`config.mk`:
```
export PLATFORM = sky130hd
export DESIGN_NAME = nibble_serial_adder
export DESIGN_NICKNAME = d
export VERILOG_FILES = /design/src/rtl/nibble_serial_adder.sv
export SDC_FILE = /design/constraint.sdc
export NUM_CORES = 1
export LEC_CHECK = 0
export BUFFER_PORTS_ARGS = -buffer_cell sky130_fd_sc_hd__buf_2
export CAP_MARGIN = 20
export CORE_ASPECT_RATIO = 1.25
export CORE_MARGIN = 8
export CORE_UTILIZATION = 54
export CTS_CLUSTER_SIZE = 30
export DETAILED_ROUTE_END_ITERATION = 12
export PLACE_DENSITY = 0.89
export SLEW_MARGIN = 20
export SYNTH_ARGS = -nofsm -noshare
export SYNTH_HDL_FRONTEND = slang
export SYNTH_SLANG_ARGS = --single-unit
```
`constraint.sdc`:
```
create_clock -name clk -period 3.4 [get_ports clk]
set_input_delay 0.34 -clock clk [delete_from_list [all_inputs] [get_ports clk]]
set_output_delay 0.34 -clock clk [all_outputs]
set_load 0.005 [all_outputs]
```
`src/rtl/nibble_serial_adder.sv`:
```
// Multi-nibble serial adder: WIDTH = 4*NIBBLES bit a + b + cin through one 4-bit
// adder, LSB nibble first, valid/ready on both sides. Optional macro: SERIAL_ADD_OVF_EN.
module nibble_serial_adder #(
    parameter int NIBBLES = 4
) (
    input  logic                 clk,
    input  logic                 rst_n,
    input  logic                 in_valid,
    output logic                 in_ready,
    input  logic [4*NIBBLES-1:0] in_a,
    input  logic [4*NIBBLES-1:0] in_b,
    input  logic                 in_cin,
    output logic                 out_valid,
    input  logic                 out_ready,
    output logic [4*NIBBLES-1:0] out_sum,
    output logic                 out_cout
`ifdef SERIAL_ADD_OVF_EN
    ,
    output logic                 out_ovf
`endif
);

    localparam int IDX_W = (NIBBLES > 1) ? $clog2(NIBBLES) : 1;
    localparam logic [IDX_W-1:0] LAST_IDX = IDX_W'(NIBBLES - 1);

    typedef enum logic [1:0] {
        IDLE,
        ADD,
        DONE
    } state_t;

    state_t                  state;
    state_t                  state_nxt;
    logic [NIBBLES-1:0][3:0] a_q;
    logic [NIBBLES-1:0][3:0] b_q;
    logic [NIBBLES-1:0][3:0] sum_q;
    logic                    carry;
    logic [IDX_W-1:0]        idx;
    logic                    accept;
    logic                    last;
    logic [4:0]              nib_res;

    assign accept  = in_valid && (state == IDLE);
    assign last    = (idx == LAST_IDX);
    assign nib_res = {1'b0, a_q[idx]} + {1'b0, b_q[idx]} + {4'b0000, carry};
    assign out_sum = sum_q;

    // NOTE: sequential state uses non-blocking (<=) so every flop samples
    // pre-edge values; blocking here would create order-dependent races.
    always_ff @(posedge clk or negedge rst_n) begin
        if (!rst_n) begin
            state <= IDLE;
        end else begin
            state <= state_nxt;
        end
    end

    // NOTE: every output of this block is given a default first, so no path
    // leaves a signal unassigned and no latch is inferred.
    always_comb begin
        state_nxt = state;
        in_ready  = 1'b0;
        out_valid = 1'b0;
        unique case (state)
            IDLE: begin
                in_ready = 1'b1;
                if (in_valid) state_nxt = ADD;
            end
            ADD: begin
                if (last) state_nxt = DONE;
            end
            DONE: begin
                out_valid = 1'b1;
                if (out_ready) state_nxt = IDLE;
            end
            default: state_nxt = IDLE;
        endcase
    end

    always_ff @(posedge clk or negedge rst_n) begin
        if (!rst_n) begin
            a_q      <= '0;
            b_q      <= '0;
            sum_q    <= '0;
            carry    <= 1'b0;
            idx      <= '0;
            out_cout <= 1'b0;
        end else if (accept) begin
            a_q      <= in_a;
            b_q      <= in_b;
            sum_q    <= '0;
            carry    <= in_cin;
            idx      <= '0;
            out_cout <= 1'b0;
        end else if (state == ADD) begin
            sum_q[idx] <= nib_res[3:0];
            carry      <= nib_res[4];
            idx        <= idx + IDX_W'(1);
            if (last) out_cout <= nib_res[4];
        end
    end

`ifdef SERIAL_ADD_OVF_EN
    // Carry into the sign bit comes from the low three bits of the top nibble.
    logic [3:0] low3_res;
    assign low3_res = {1'b0, a_q[idx][2:0]} + {1'b0, b_q[idx][2:0]} + {3'b000, carry};

    always_ff @(posedge clk or negedge rst_n) begin
        if (!rst_n) begin
            out_ovf <= 1'b0;
        end else if (accept) begin
            out_ovf <= 1'b0;
        end else if (state == ADD && last) begin
            out_ovf <= low3_res[3] ^ nib_res[4];
        end
    end
`endif

endmodule
```
== Word-level counts from Yosys, hierarchy flattened ==
Cells that the tools add are included.

* Register bits: 54
* Bits of input ports: 37
* Output and inout port bits: 19
* Word-level logic and storage cells: 56

* Add/subtract/negate cells: 3
* Magnitude comparators: 2
* Eq/ne operators: 6
* Muxes and demuxes: 22
* Reduce and logical (&&, ||, !) cells: 7

{| class="wikitable"
|+ Operators with widths
! cell !! number
|-
| 16-bit 2-to-1 mux || 2
|-
| 4-bit binary-select mux with 2-bit select || 2
|-
| 16-bit bitwise mux || 1
|-
| 4-bit 2-to-1 mux || 3
|-
| 2-bit 2-to-1 mux || 5
|-
| 4-bit demux with 2-bit select || 1
|-
| 1-bit 2-to-1 mux || 7
|-
| 2-bit inequality test (second input constant) || 3
|-
| 2-bit one-hot mux with 3 select lines || 1
|-
| 4-bit by 4-bit adder with 5-bit output || 1
|-
| 5-bit by 1-bit adder with 5-bit output || 1
|-
| 2-bit == test (second input constant) || 2
|-
| 2-bit nonzero test || 2
|-
| 2-bit by 3-bit less-than comparator with 1-bit output (second input constant) || 1
|-
| 3-bit AND reduction || 1
|-
| 2-bit by 1-bit adder with 2-bit output (second input constant) || 1
|-
| 2-bit by 1-bit == test with 1-bit output (second input constant) || 1
|-
| 2-bit by 1-bit >= comparator with 1-bit output (second input constant) || 1
|-
| 1-bit logical AND || 2
|-
| 2-bit logical NOT || 1
|-
| 2-bit AND reduction || 1
|}

== Logic depth before layout (Yosys ltp) ==
* Depth in word-level cells: 7
* Gate-level depth with buffers: 7
* Depth with buffers taken out: 6

== Worst setup path after synthesis ==
Ideal clock, no wire load.

* Path kind: flip-flop to flip-flop
* Start: register idx[0]
* End: register carry
* Setup time: 0.137 ns
* Arrival: 2.484 ns
* Data required time: 3.263 ns
* Path slack: 0.779 ns
* Cell stages (with the launch flop): 8
* Period minus slack after synthesis: 2.621 ns
* Path through: dfrtp_1 buf_2 mux4_2 fa_1 fa_1 a21o_2 a21oi_1 o221ai_1

* Cells in the longest elaborated chain, start to end: 6

{| class="wikitable"
|+ RTL lines
! element !! line !! source
|-
| from (decl) || 38 || <nowiki>logic [IDX_W-1:0] idx;</nowiki>
|-
| from (signal assigned) || 98 || <nowiki>idx <= idx + IDX_W'(1);</nowiki>
|-
| 4-bit binary-select mux with 2-bit select || 45 || <nowiki>assign nib_res = {1'b0, a_q[idx]} + {1'b0, b_q[idx]} + {4'b0000, carry};</nowiki>
|-
| 4-bit 2-to-1 mux (not written as such) || 45 ||
|-
| 4-bit by 4-bit adder with 5-bit output * || 45 ||
|-
| 5-bit by 1-bit adder with 5-bit output * || 45 ||
|-
| 1-bit 2-to-1 mux * || 95 || <nowiki>end else if (state == ADD) begin</nowiki>
|-
| 1-bit 2-to-1 mux * || 88 || <nowiki>end else if (accept) begin</nowiki>
|-
| to (signal assigned) || 92 || <nowiki>carry <= in_cin;</nowiki>
|-
| to (signal assigned) || 97 || <nowiki>carry <= nib_res[4];</nowiki>
|-
| to (decl) || 37 || <nowiki>logic carry;</nowiki>
|}

Mark *: on every way between the ends. The rest lies on a longest branch, timed or not. The select of a mux whose other input is x is not followed.
A chain may end at the register's enable or synchronous reset.

== Worst setup path in the final report ==
Same ends and word-level chain as after synthesis.

==> results_dict.tcl <==
set metrics [dict create \
    stdcell_count 289 \
    rsz0062_at_grt "false" \
    io_buffers 55 \
    finalCriticalPeriod_ns 2.58 \
    cts_setup_buffers 0 \
    yosysUniqueCellTypes 33 \
    synth-seq-cells 54 \
    synth_edf_count 0 \
    dr.first_iter.drc_count 133 \
    synthAdderAreaFrac_pct 5.04 \
    post_synth_and_or_nand_nor_area_fraction_pct 6.77 \
    synth_flop_cell "dfrtp_1" \
    critPathSlowestCell "mux4_2" \
    cp_max_fo 5 \
    grtUsageTotal_pct 15.6 \
    syn_nets 221 \
    die_w_um 77.3 \
    start_kind "flop" \
    grt_pass1_vias 1789 \
    finalSetupTns_ns 0 \
    crit_required_ns 3.57 \
    slowest_delay_ns 0.57 \
    pre_cts_ws_ns 0.838 \
    layout.nets 274 \
    cts.sinks 54 \
    synth_top_family_by_area "multiplexers" \
    finalMaxSlewViolations 0 \
    row_count 28 \
    synthArstFlopShare_pct 100 \
    via_per_inst 5.60 \
    syn_avg_cell_area_um2 14.5 \
    route.vias.total 1618 \
    ys_seq_area_share_pct 53.4 \
    critPathKind "flop to flop" \
    cp-startpoint "idx[0]" \
    synthMuxAreaShare_pct 21.7 \
    io_pins 56 \
    grt_max_degree 55 \
    crit_family "adder cells" \
    clkTransAtPathRegs_ns 0.09 \
    syn_area_um2 2530 \
    hp-class "input pin to asynchronous set/reset pin" \
    overflow 0 \
    numCtsBuffers 5 \
    root_buffer "clkbuf_8" \
    hpwl_um 4010 \
    grt_antenna_before_repair 0 \
    end_kind "flop" \
    die_y_um 92.6 \
    hold_viol 0 \
    ant_nets 0 \
    synth-compound-area-share_pct 8.25 \
    ctsHoldBuffers 0 \
    cts_max_level 2 \
    mostFrequentLayoutCells "54 x dfrtp_1, 54 x buf_2, 28 x mux2_1, 9 x nor2_1, 9 x a22o_1" \
    cpMostUsedCell "fa_1" \
    cts_buffer_depth 2 \
    detail_route.wl_per_cell_um 17.7 \
    grt_first_pass_wirelength_um 8890 \
    dieArea_um2 7150 \
    synth_xor_area_share_pct 0.346 \
    placed_cells 281 \
    setup_viol 0 \
    final_util_pct 63.0 \
    coreArea_um2 4620 \
    finClkSkew_ns 0.00780 \
    maxCapViolCount 0 \
    slew_headroom_pct 56.7 \
    place_congestion 0.736 \
    syn-instance-count 175 \
    worst-path-buf-inv 0 \
    fmax_mhz 387 \
    synth_top_area_share_pct 53.4 \
    arrival_ns 2.76 \
    insertion_delay_ns 0.31 \
    status "complete, no violations" \
    diodes 0 \
    power_density_nw_per_um2 1070 \
    layout_setup_ws_ns 0.817 \
    synth.largest_area_cell "dfrtp_1" \
    initial_core_util_pct 54.8 \
    rr_startpoint "idx[0]" \
    layout-drive-gt1-share_pct 36.7 \
    cts-resized-gates 0 \
    synthToLayoutAreaGrowth_pct 15.1 \
    p_leak_nw 1.39 \
    routed_wl_um 5130 \
    synth-warning-count 0 \
    ir_worst_vdd_mv 0.539 \
    fin_crit_sh_pct 76.0 \
    final_cell_area_um2 2910 \
    route.detailed.drc 0 \
    drt_pre_antenna_iters 4 \
    dpl_cell_area_um2 2820 \
    worst_slew_pin_slew_ns 0.650 \
    path_cells "mux4_2 -> fa_1 -> fa_1 -> a21o_2 -> a21oi_1 -> o221ai_1" \
    synthTopCellsByArea "dfrtp_1 53%, mux2_1 12%, mux4_2 7.1%" \
    cts_tree "done" \
]
[cells in the mapped netlist, drive strengths merged (2+ instances only)]
| cell type | n |
|---|---|
| a211oi | 4 |
| ha | 7 |
| a21o | 3 |
| nor2 | 10 |
| mux4 | 8 |
| mux2 | 32 |
| nor2b | 2 |
| nand2 | 4 |
| fa | 2 |
| a22o | 9 |
| buf | 13 |
| o21ai | 2 |
| nor3b | 4 |
| inv | 4 |
| and3b | 4 |
| a31o | 3 |
| dfrtp | 54 |
[metrics by stage]
step / power [mW] / hold WS (ns)
floorplan: 2.36 / 0.0444
global placement: 2.65 / 0.462
finish: 3.11 / 0.0542
CTS: 3.14 / 0.234
global route: 3.37 / 0.101
detailed placement: 2.77 / 0.469
[routing by layer]
| metal | track usage (%) | wire (um) | vias to the layer above |
|---|---|---|---|
| li1 | - | - | 739 |
| met1 | 18.0 | 2100 | 817 |
| met2 | 26.4 | 2620 | 56 |
| met3 | 4.75 | 311 | 6 |
| met4 | 6.62 | 96 | 0 |
| met5 | 0 | 0 | - |
[cell type report]
cell class	instances	area [um2]
fillers	383	1710
clock buffers	7	86.3
repair buffers	59	308
well taps	60	75.1
clock inverters	1	5.00
inverters	4	15.0
multi-input cells	104	1070
flip-flops and latches	54	1350
[flip-flops by register name, summed over array words and instances, names as in the netlist]
register and cells:
state 2, idx 2, carry 1, out_cout 1, out_sum 16, a_q 16
b_q 16
[power by group]
| part | internal (mW) | switching, mW |
|---|---|---|
| combinational | 0.821 | 0.754 |
| clock | 0.165 | 0.196 |
| sequential | 0.956 | 0.217 |
[final timing paths]
path                         endpoint  slack [ns]  cells past startpoint
setup reg to reg                carry        0.82                      6
setup / recovery                carry        0.82                      6
hold reg to reg               a_q[11]        0.48                      1
hold / removal             out_sum[4]        0.05                      1
min in group clk               b_q[5]        0.25                      2
max in group asynchronous     a_q[13]        2.85                      2
[logic make-up after synthesis]
| group | Yosys count |
|---|---|
| AOI/OAI and AO/OA | 26 |
| xor gates and xnor gates | 1 |
| adders and majority gates | 9 |
| buffers and inverters | 17 |
| DFF | 54 |
| muxes | 41 |
| and+or+nand+nor | 27 |
Note: power is estimated with default switching activity, not from simulation.
